### src/rtl/conv_seq_ctrl.sv
// conv_seq_ctrl: sequencer for the 3x3 Convolutor datapath.
// Loads three kernel columns, streams image columns strip by strip, appends two
// flush pulses per strip to drain the convolver lag, and tags each output window.
// Optional feature macro: CONV_SEQ_KEEP_KERNEL_EN (adds i_keep_kernel, skips kernel load).
module conv_seq_ctrl #(
    parameter int BIT_LEN = 8,
    parameter int M_LEN   = 3,   // kernel side; only 3 is supported
    parameter int W_BITS  = 10,
    parameter int R_BITS  = 10
) (
    input  logic                     i_CLK,
    input  logic                     i_reset,
    input  logic                     i_start,
    input  logic [W_BITS-1:0]        i_width,
    input  logic [R_BITS-1:0]        i_strips,
`ifdef CONV_SEQ_KEEP_KERNEL_EN
    input  logic                     i_keep_kernel,
`endif
    input  logic [BIT_LEN*M_LEN-1:0] i_col_data,
    input  logic                     i_col_valid,
    output logic                     o_col_ready,
    output logic [BIT_LEN-1:0]       o_dato0,
    output logic [BIT_LEN-1:0]       o_dato1,
    output logic [BIT_LEN-1:0]       o_dato2,
    output logic                     o_selecK_I,
    output logic                     o_valid,
    input  logic                     i_out_ready,
    output logic                     o_out_valid,
    output logic                     o_out_last,
    output logic                     o_busy,
    output logic                     o_done,
    output logic                     o_err
);

    localparam int PC_BITS = W_BITS + 1;

    typedef enum logic [2:0] {
        S_IDLE,
        S_KLOAD,
        S_ROW,
        S_FLUSH,
        S_DRAIN
    } state_t;

    state_t              state_q;
    state_t              state_d;
    logic [W_BITS-1:0]   width_q;
    logic [W_BITS-1:0]   col_cnt_q;
    logic [R_BITS-1:0]   strips_q;
    logic [PC_BITS-1:0]  pc_q;
    logic                flush_cnt_q;
    logic                qual_q;
    logic                last_q;

    logic                stall;
    logic                keep_kernel;
    logic [PC_BITS-1:0]  last_idx;
    logic                pulse_qual;
    logic                pulse_last;
    logic                kern_pulse;
    logic                img_pulse;
    logic                flush_pulse;
    logic                start_ok;
    logic                err_set;
    logic                done_set;

`ifdef CONV_SEQ_KEEP_KERNEL_EN
    assign keep_kernel = i_keep_kernel;
`else
    assign keep_kernel = 1'b0;
`endif

    // A pending window that downstream refuses blocks any further convolver shift.
    assign stall = o_out_valid && !i_out_ready;

    // Pulse k latches a complete window only for k in 4 .. width+1; width+1 is the strip's last.
    assign last_idx   = {1'b0, width_q} + PC_BITS'(1);
    assign pulse_qual = (pc_q >= PC_BITS'(4)) && (pc_q <= last_idx);
    assign pulse_last = (pc_q == last_idx);

    // State register.
    always_ff @(posedge i_CLK or negedge i_reset) begin
        if (!i_reset) begin
            state_q <= S_IDLE;
        end else begin
            state_q <= state_d;
        end
    end

    // Next-state logic, upstream ready, and the per-cycle pulse decisions.
    always_comb begin
        state_d     = state_q;
        o_col_ready = 1'b0;
        o_busy      = (state_q != S_IDLE);
        kern_pulse  = 1'b0;
        img_pulse   = 1'b0;
        flush_pulse = 1'b0;
        start_ok    = 1'b0;
        err_set     = 1'b0;
        done_set    = 1'b0;
        case (state_q)
            S_IDLE: begin
                if (i_start) begin
                    if ((i_width < W_BITS'(3)) || (i_strips == '0)) begin
                        err_set = 1'b1;
                    end else begin
                        start_ok = 1'b1;
                        state_d  = keep_kernel ? S_ROW : S_KLOAD;
                    end
                end
            end
            S_KLOAD: begin
                o_col_ready = 1'b1;
                if (i_col_valid) begin
                    kern_pulse = 1'b1;
                    if (col_cnt_q == W_BITS'(2)) begin
                        state_d = S_ROW;
                    end
                end
            end
            S_ROW: begin
                o_col_ready = !stall;
                if (i_col_valid && !stall) begin
                    img_pulse = 1'b1;
                    if (col_cnt_q == width_q - W_BITS'(1)) begin
                        state_d = S_FLUSH;
                    end
                end
            end
            S_FLUSH: begin
                if (!stall) begin
                    flush_pulse = 1'b1;
                    if (flush_cnt_q) begin
                        state_d = (strips_q > R_BITS'(1)) ? S_ROW : S_DRAIN;
                    end
                end
            end
            S_DRAIN: begin
                // Wait for the final flush pulse to land and its window to be taken.
                if (!o_valid && (!o_out_valid || i_out_ready)) begin
                    done_set = 1'b1;
                    state_d  = S_IDLE;
                end
            end
            default: begin
                state_d = S_IDLE;
            end
        endcase
    end

    // Registered convolver drive: one shift pulse per accepted beat or flush slot.
    always_ff @(posedge i_CLK or negedge i_reset) begin
        if (!i_reset) begin
            o_valid    <= 1'b0;
            o_selecK_I <= 1'b0;
            o_dato0    <= '0;
            o_dato1    <= '0;
            o_dato2    <= '0;
            o_err      <= 1'b0;
            o_done     <= 1'b0;
        end else begin
            o_valid <= kern_pulse | img_pulse | flush_pulse;
            o_err   <= err_set;
            o_done  <= done_set;
            if (kern_pulse || img_pulse) begin
                o_selecK_I <= img_pulse;
                o_dato0    <= i_col_data[BIT_LEN-1:0];
                o_dato1    <= i_col_data[2*BIT_LEN-1:BIT_LEN];
                o_dato2    <= i_col_data[3*BIT_LEN-1:2*BIT_LEN];
            end else if (flush_pulse) begin
                o_selecK_I <= 1'b1;
                o_dato0    <= '0;
                o_dato1    <= '0;
                o_dato2    <= '0;
            end
        end
    end

    // Frame bookkeeping: latched geometry, column/pulse counters and strip countdown.
    always_ff @(posedge i_CLK or negedge i_reset) begin
        if (!i_reset) begin
            width_q     <= '0;
            strips_q    <= '0;
            col_cnt_q   <= '0;
            pc_q        <= '0;
            flush_cnt_q <= 1'b0;
            qual_q      <= 1'b0;
            last_q      <= 1'b0;
        end else begin
            qual_q <= 1'b0;
            last_q <= 1'b0;
            if (start_ok) begin
                width_q     <= i_width;
                strips_q    <= i_strips;
                col_cnt_q   <= '0;
                pc_q        <= '0;
                flush_cnt_q <= 1'b0;
            end
            if (kern_pulse) begin
                col_cnt_q <= (col_cnt_q == W_BITS'(2)) ? '0 : col_cnt_q + W_BITS'(1);
            end
            if (img_pulse) begin
                col_cnt_q <= (col_cnt_q == width_q - W_BITS'(1)) ? '0 : col_cnt_q + W_BITS'(1);
            end
            if (img_pulse || flush_pulse) begin
                pc_q   <= pc_q + PC_BITS'(1);
                qual_q <= pulse_qual;
                last_q <= pulse_last;
            end
            if (flush_pulse) begin
                flush_cnt_q <= ~flush_cnt_q;
                if (flush_cnt_q) begin
                    pc_q <= '0;
                    if (strips_q > R_BITS'(1)) begin
                        strips_q <= strips_q - R_BITS'(1);
                    end
                end
            end
        end
    end

    // Output tagging: a qualifying pulse raises valid/last; only a handshake clears them.
    always_ff @(posedge i_CLK or negedge i_reset) begin
        if (!i_reset) begin
            o_out_valid <= 1'b0;
            o_out_last  <= 1'b0;
        end else if (o_valid && qual_q) begin
            o_out_valid <= 1'b1;
            o_out_last  <= last_q;
        end else if (o_out_valid && i_out_ready) begin
            o_out_valid <= 1'b0;
            o_out_last  <= 1'b0;
        end
    end

endmodule

### config.mk
export PLATFORM = sky130hd
export DESIGN_NAME = conv_seq_ctrl
export DESIGN_NICKNAME = d
export VERILOG_FILES = /design/src/rtl/conv_seq_ctrl.sv
export SDC_FILE = /design/constraint.sdc
export NUM_CORES = 1
export LEC_CHECK = 0
export ABC_CLOCK_PERIOD_IN_PS = 4400
export CORE_UTILIZATION = 25
export CTS_CLUSTER_SIZE = 28
export DETAILED_ROUTE_END_ITERATION = 10
export PLACE_DENSITY_LB_ADDON = 0.12
export SLEW_MARGIN = 15
export SYNTH_ARGS = -nofsm -noshare
export SYNTH_HDL_FRONTEND = slang
export SYNTH_SLANG_ARGS = --single-unit
### constraint.sdc
create_clock -name i_CLK -period 4.4 [get_ports i_CLK]
set_input_delay 0.44 -clock i_CLK [delete_from_list [all_inputs] [get_ports i_CLK]]
set_output_delay 0.44 -clock i_CLK [all_outputs]
set_load 0.05 [all_outputs]
==> impl_results.rst <==
.. list-table::
   :header-rows: 1

   * - Metric
     - Value
   * - Required arrival time at the worst endpoint
     - 3.96 ns
   * - Result of the run
     - complete, no violations
   * - Sequential share of the synthesized area
     - 0.419
   * - Total power draw
     - 4.15 mW
   * - Input/output buffers
     - 80
   * - Critical path data arrival time
     - 2.52 ns
   * - Max FO, Critical Path
     - 9
   * - End of the worst register-to-register path
     - strips_q[7]
   * - Die X-Extent
     - 138 um
   * - Detail-routed net length per standard cell
     - 15.1 um
   * - Tmin final
     - 2.96 ns
   * - Post-Syn Area
     - 4590 um2
   * - Total of max-cap violations
     - 0
   * - Type of the setup path with the least slack
     - in2out
   * - Number of vias after detailed routing
     - 3,929
   * - Reg-to-Reg Start
     - state_q[0]
   * - Combinational family with the most area after synthesis
     - simple AND/OR/NAND/NOR gates
   * - Placer's final routability congestion estimate
     - 0.763
   * - Clock Root Buffer
     - sky130_fd_sc_hd__clkbuf_16
   * - Most numerous cell in the Yosys netlist
     - sky130_fd_sc_hd__nand2_1
   * - Synth Area in Adders
     - 0.0517
   * - Number of pins with negative max-slew slack in the final report
     - 0
   * - Number of register bits inferred by synthesis
     - 77
   * - Clk pin slew, worst setup/hold paths
     - 0.07 ns
   * - XOR/XNOR share of the synthesized area
     - 0.0496
   * - Capturing instance or port of the critical path
     - o_col_ready
   * - Ranking of synthesized cells by instance count
     - sky130_fd_sc_hd__nand2_1 (79), sky130_fd_sc_hd__dfrtp_1 (77), sky130_fd_sc_hd__nor2_1 (47)
   * - Number of endpoints failing setup at the final stage
     - 0
   * - Antenna violations before repair
     - 0
   * - Worst vdd ir
     - 0.384 mV
   * - Insertion delay to the later sink of the worst-skew pair
     - 0.34 ns
   * - Number of top-level design ports
     - 81
   * - Wire length of the first global-routing pass
     - 20,400 um
   * - Pin count of the biggest net entering global routing
     - 78
   * - Number of buffers inserted for hold repair after clock tree synthesis
     - 0
   * - Starting Density
     - 0.256
   * - Die H
     - 138 um
   * - Reg2Reg Setup Slack
     - 1.47 ns
   * - Resized cells post-CTS
     - 0
   * - Post-Route Hold Slack
     - 0.273 ns
   * - Most used flip-flop cell after synthesis
     - sky130_fd_sc_hd__dfrtp_1
   * - Standard-cell rows
     - 49
   * - Share of synthesized area spent on multiplexers
     - 0.0501
   * - Transition time of the tightest slew-check pin
     - 1.04 ns
   * - Number of nets in the layout
     - 652
   * - F_max
     - 337 MHz
   * - Number of inserted diodes
     - 0
   * - Detailed Place HPWL
     - 8930 um
   * - Layout cell share with drive strength beyond 1
     - 0.0849
   * - Layout filler cell count
     - 1,852
   * - Global-route congestion overflow total
     - 0
   * - Dpl ws
     - 1.27 ns
   * - Number of setup buffers added after CTS
     - 0
   * - Number of cells produced by synthesis
     - 518
   * - Initial drt markers
     - 182
   * - Total Routing Usage GR
     - 0.141
   * - Cell Pwr Density
     - 705 nW/um2
   * - Skew final
     - 0.00983 ns
   * - Final Hold Violating Endpoints
     - 0
   * - Netlist cell types
     - 55
   * - Max transition margin
     - 0.308
   * - Area of the core
     - 18,000 um2
   * - Synth-to-Final Area Change
     - 28.1%
   * - Worst path setup slack after routing
     - 1.44 ns
   * - Crit path launch type
     - input pin
   * - Via-to-Cell Ratio
     - 4.80
   * - Non-Filler Cell Area, Final
     - 5880 um2
   * - Leakage power figure
     - 2.43 nW
   * - Post-synthesis compound-gate area fraction
     - 0.142
   * - Number of flops mapped to enable cells by yosys
     - 0
   * - Final wirelength
     - 12,400 um
   * - Count of cells along the worst register-to-register path
     - 6
   * - Asr flop ratio synth
     - 1.00
   * - Simple logic cell fraction of the synthesized area
     - 0.252
   * - First-pass iteration count of the detailed router
     - 4
   * - Top post-synthesis cells by area
     - sky130_fd_sc_hd__dfrtp_1 (42%), sky130_fd_sc_hd__nand2_1 (6.5%), sky130_fd_sc_hd__ha_1 (5.2%), sky130_fd_sc_hd__mux2_2 (3.9%), sky130_fd_sc_hd__nor2_1 (3.8%)
   * - Final clock period utilization by the worst path
     - 0.674
   * - Total of warnings raised by yosys
     - 0
   * - # clock sinks
     - 77
   * - Net count after synthesis
     - 586
   * - Residual DRC
     - 0
   * - Clock buffers created by TritonCTS
     - 9
   * - Vias in the first global route
     - 3,870
   * - Kind of capture point of the worst setup path
     - primary output
   * - Cell type contributing the most total cell area after synthesis
     - sky130_fd_sc_hd__dfrtp_1
   * - Number of routed nets with antenna violations
     - 0
   * - H-tree Lvls
     - 3
   * - Placement-stage cell area
     - 5600 um2
   * - Share of Yosys cell area claimed by the top area cell type
     - 0.419
   * - Critical Path Source
     - i_out_ready
   * - Avg Inst Size Synth
     - 8.87 um2
   * - Die outline area
     - 18,900 um2
   * - Worst Hold Class
     - in2async
   * - RSZ-0062 raised after global routing
     - false
   * - TritonCTS clock tree
     - built
   * - Aggregate negative setup slack
     - 0 ns
   * - Max Root-Sink Buffers
     - 2
[worst max-delay path, cell delays in order]
cell	delay, ns
sky130_fd_sc_hd__clkdlybuf4s50_1	0.43
sky130_fd_sc_hd__nor2b_1	0.59
sky130_fd_sc_hd__o21a_1	0.27
sky130_fd_sc_hd__nor2_1	0.05
sky130_fd_sc_hd__clkdlybuf4s50_1	0.73
[per-stage QoR]
stage	cells	utilization
after floorplan	518	-
after global placement	802	0.312
after detailed placement	802	0.312
after CTS	818	0.328
after global routing	818	0.328
final	818	0.328
[registers in the layout, summed over array words and instances, names as in the netlist]
name,cells
o_out_valid,1
o_out_last,1
o_dato0,8
o_err,1
o_dato2,8
last_q,1
strips_q,10
o_dato1,8
col_cnt_q,10
state_q,3
o_valid,1
pc_q,11
flush_cnt_q,1
width_q,10
o_selecK_I,1
qual_q,1
o_done,1
[how the worst min path moves through the flow]
| stage | start | to | slack (ns) | depth (start not counted) |
|---|---|---|---|---|
| floorplan | i_reset | col_cnt_q[0] | 0.14 | 0 |
| global placement | last_q | o_out_last | 0.47 | 2 |
| detailed placement | last_q | o_out_last | 0.47 | 2 |
| CTS | i_reset | strips_q[6] | 0.33 | 1 |
| global route | i_reset | strips_q[6] | 0.38 | 1 |
| finish | i_reset | strips_q[8] | 0.27 | 1 |
[final cells by class]
| type | instances | area (um2) | share of cell area |
|---|---|---|---|
| clock buffers | 10 | 239 | 0.0406 |
| clock inverters | 6 | 43.8 | 0.00744 |
| inverters | 12 | 45.0 | 0.00766 |
| multi-input cells | 399 | 2510 | 0.426 |
| flip-flops and latches | 77 | 1930 | 0.328 |
| well taps | 229 | 287 | 0.0487 |
| repair buffers | 85 | 836 | 0.142 |
[layout by cell type, fill, tap and decap left out, types with 3 or more instances in the layout]
cell / count
sky130_fd_sc_hd__a211oi_1: 3
sky130_fd_sc_hd__a21o_1: 3
sky130_fd_sc_hd__a21oi_1: 16
sky130_fd_sc_hd__a311oi_1: 7
sky130_fd_sc_hd__a31oi_1: 3
sky130_fd_sc_hd__a32oi_1: 4
sky130_fd_sc_hd__and3_1: 9
sky130_fd_sc_hd__buf_4: 6
sky130_fd_sc_hd__clkbuf_16: 9
sky130_fd_sc_hd__clkdlybuf4s50_1: 79
sky130_fd_sc_hd__dfrtp_1: 77
sky130_fd_sc_hd__ha_1: 19
sky130_fd_sc_hd__inv_1: 12
sky130_fd_sc_hd__mux2_2: 16
sky130_fd_sc_hd__mux2i_1: 5
sky130_fd_sc_hd__nand2_1: 79
sky130_fd_sc_hd__nand2b_1: 15
sky130_fd_sc_hd__nand3_1: 28
sky130_fd_sc_hd__nand3b_1: 3
sky130_fd_sc_hd__nand4_1: 5
sky130_fd_sc_hd__nor2_1: 46
sky130_fd_sc_hd__nor2b_1: 7
sky130_fd_sc_hd__nor3_1: 15
sky130_fd_sc_hd__nor3b_1: 5
sky130_fd_sc_hd__nor4_1: 9
sky130_fd_sc_hd__o211ai_1: 4
sky130_fd_sc_hd__o21a_1: 5
sky130_fd_sc_hd__o21ai_0: 33
sky130_fd_sc_hd__or3_1: 4
sky130_fd_sc_hd__xnor2_1: 13
sky130_fd_sc_hd__xor2_1: 13
[power breakdown]
part	leakage (nW)	total (mW)	switching [mW]	internal, mW
Sequential	0.942	1.35	0.372	0.983
Combinational	1.35	2.08	1.24	0.837
Clock	0.139	0.718	0.317	0.401
Total	2.43	4.15	1.93	2.22
[kinds of logic after synthesis]
family | after synthesis
buffers and inverters | 42
DFF | 77
AOI/OAI and AO/OA | 96
adders and majority gates | 19
xor gates and xnor gates | 26
and+or+nand+nor | 237
muxes | 21
[per-layer routing]
metal,share of wire,global-route usage
met4,0.020,0.0513
met5,0,0
met1,0.46,0.177
met3,0.050,0.0412
met2,0.47,0.228
No activity file was read; power rests on OpenSTA's default activity.
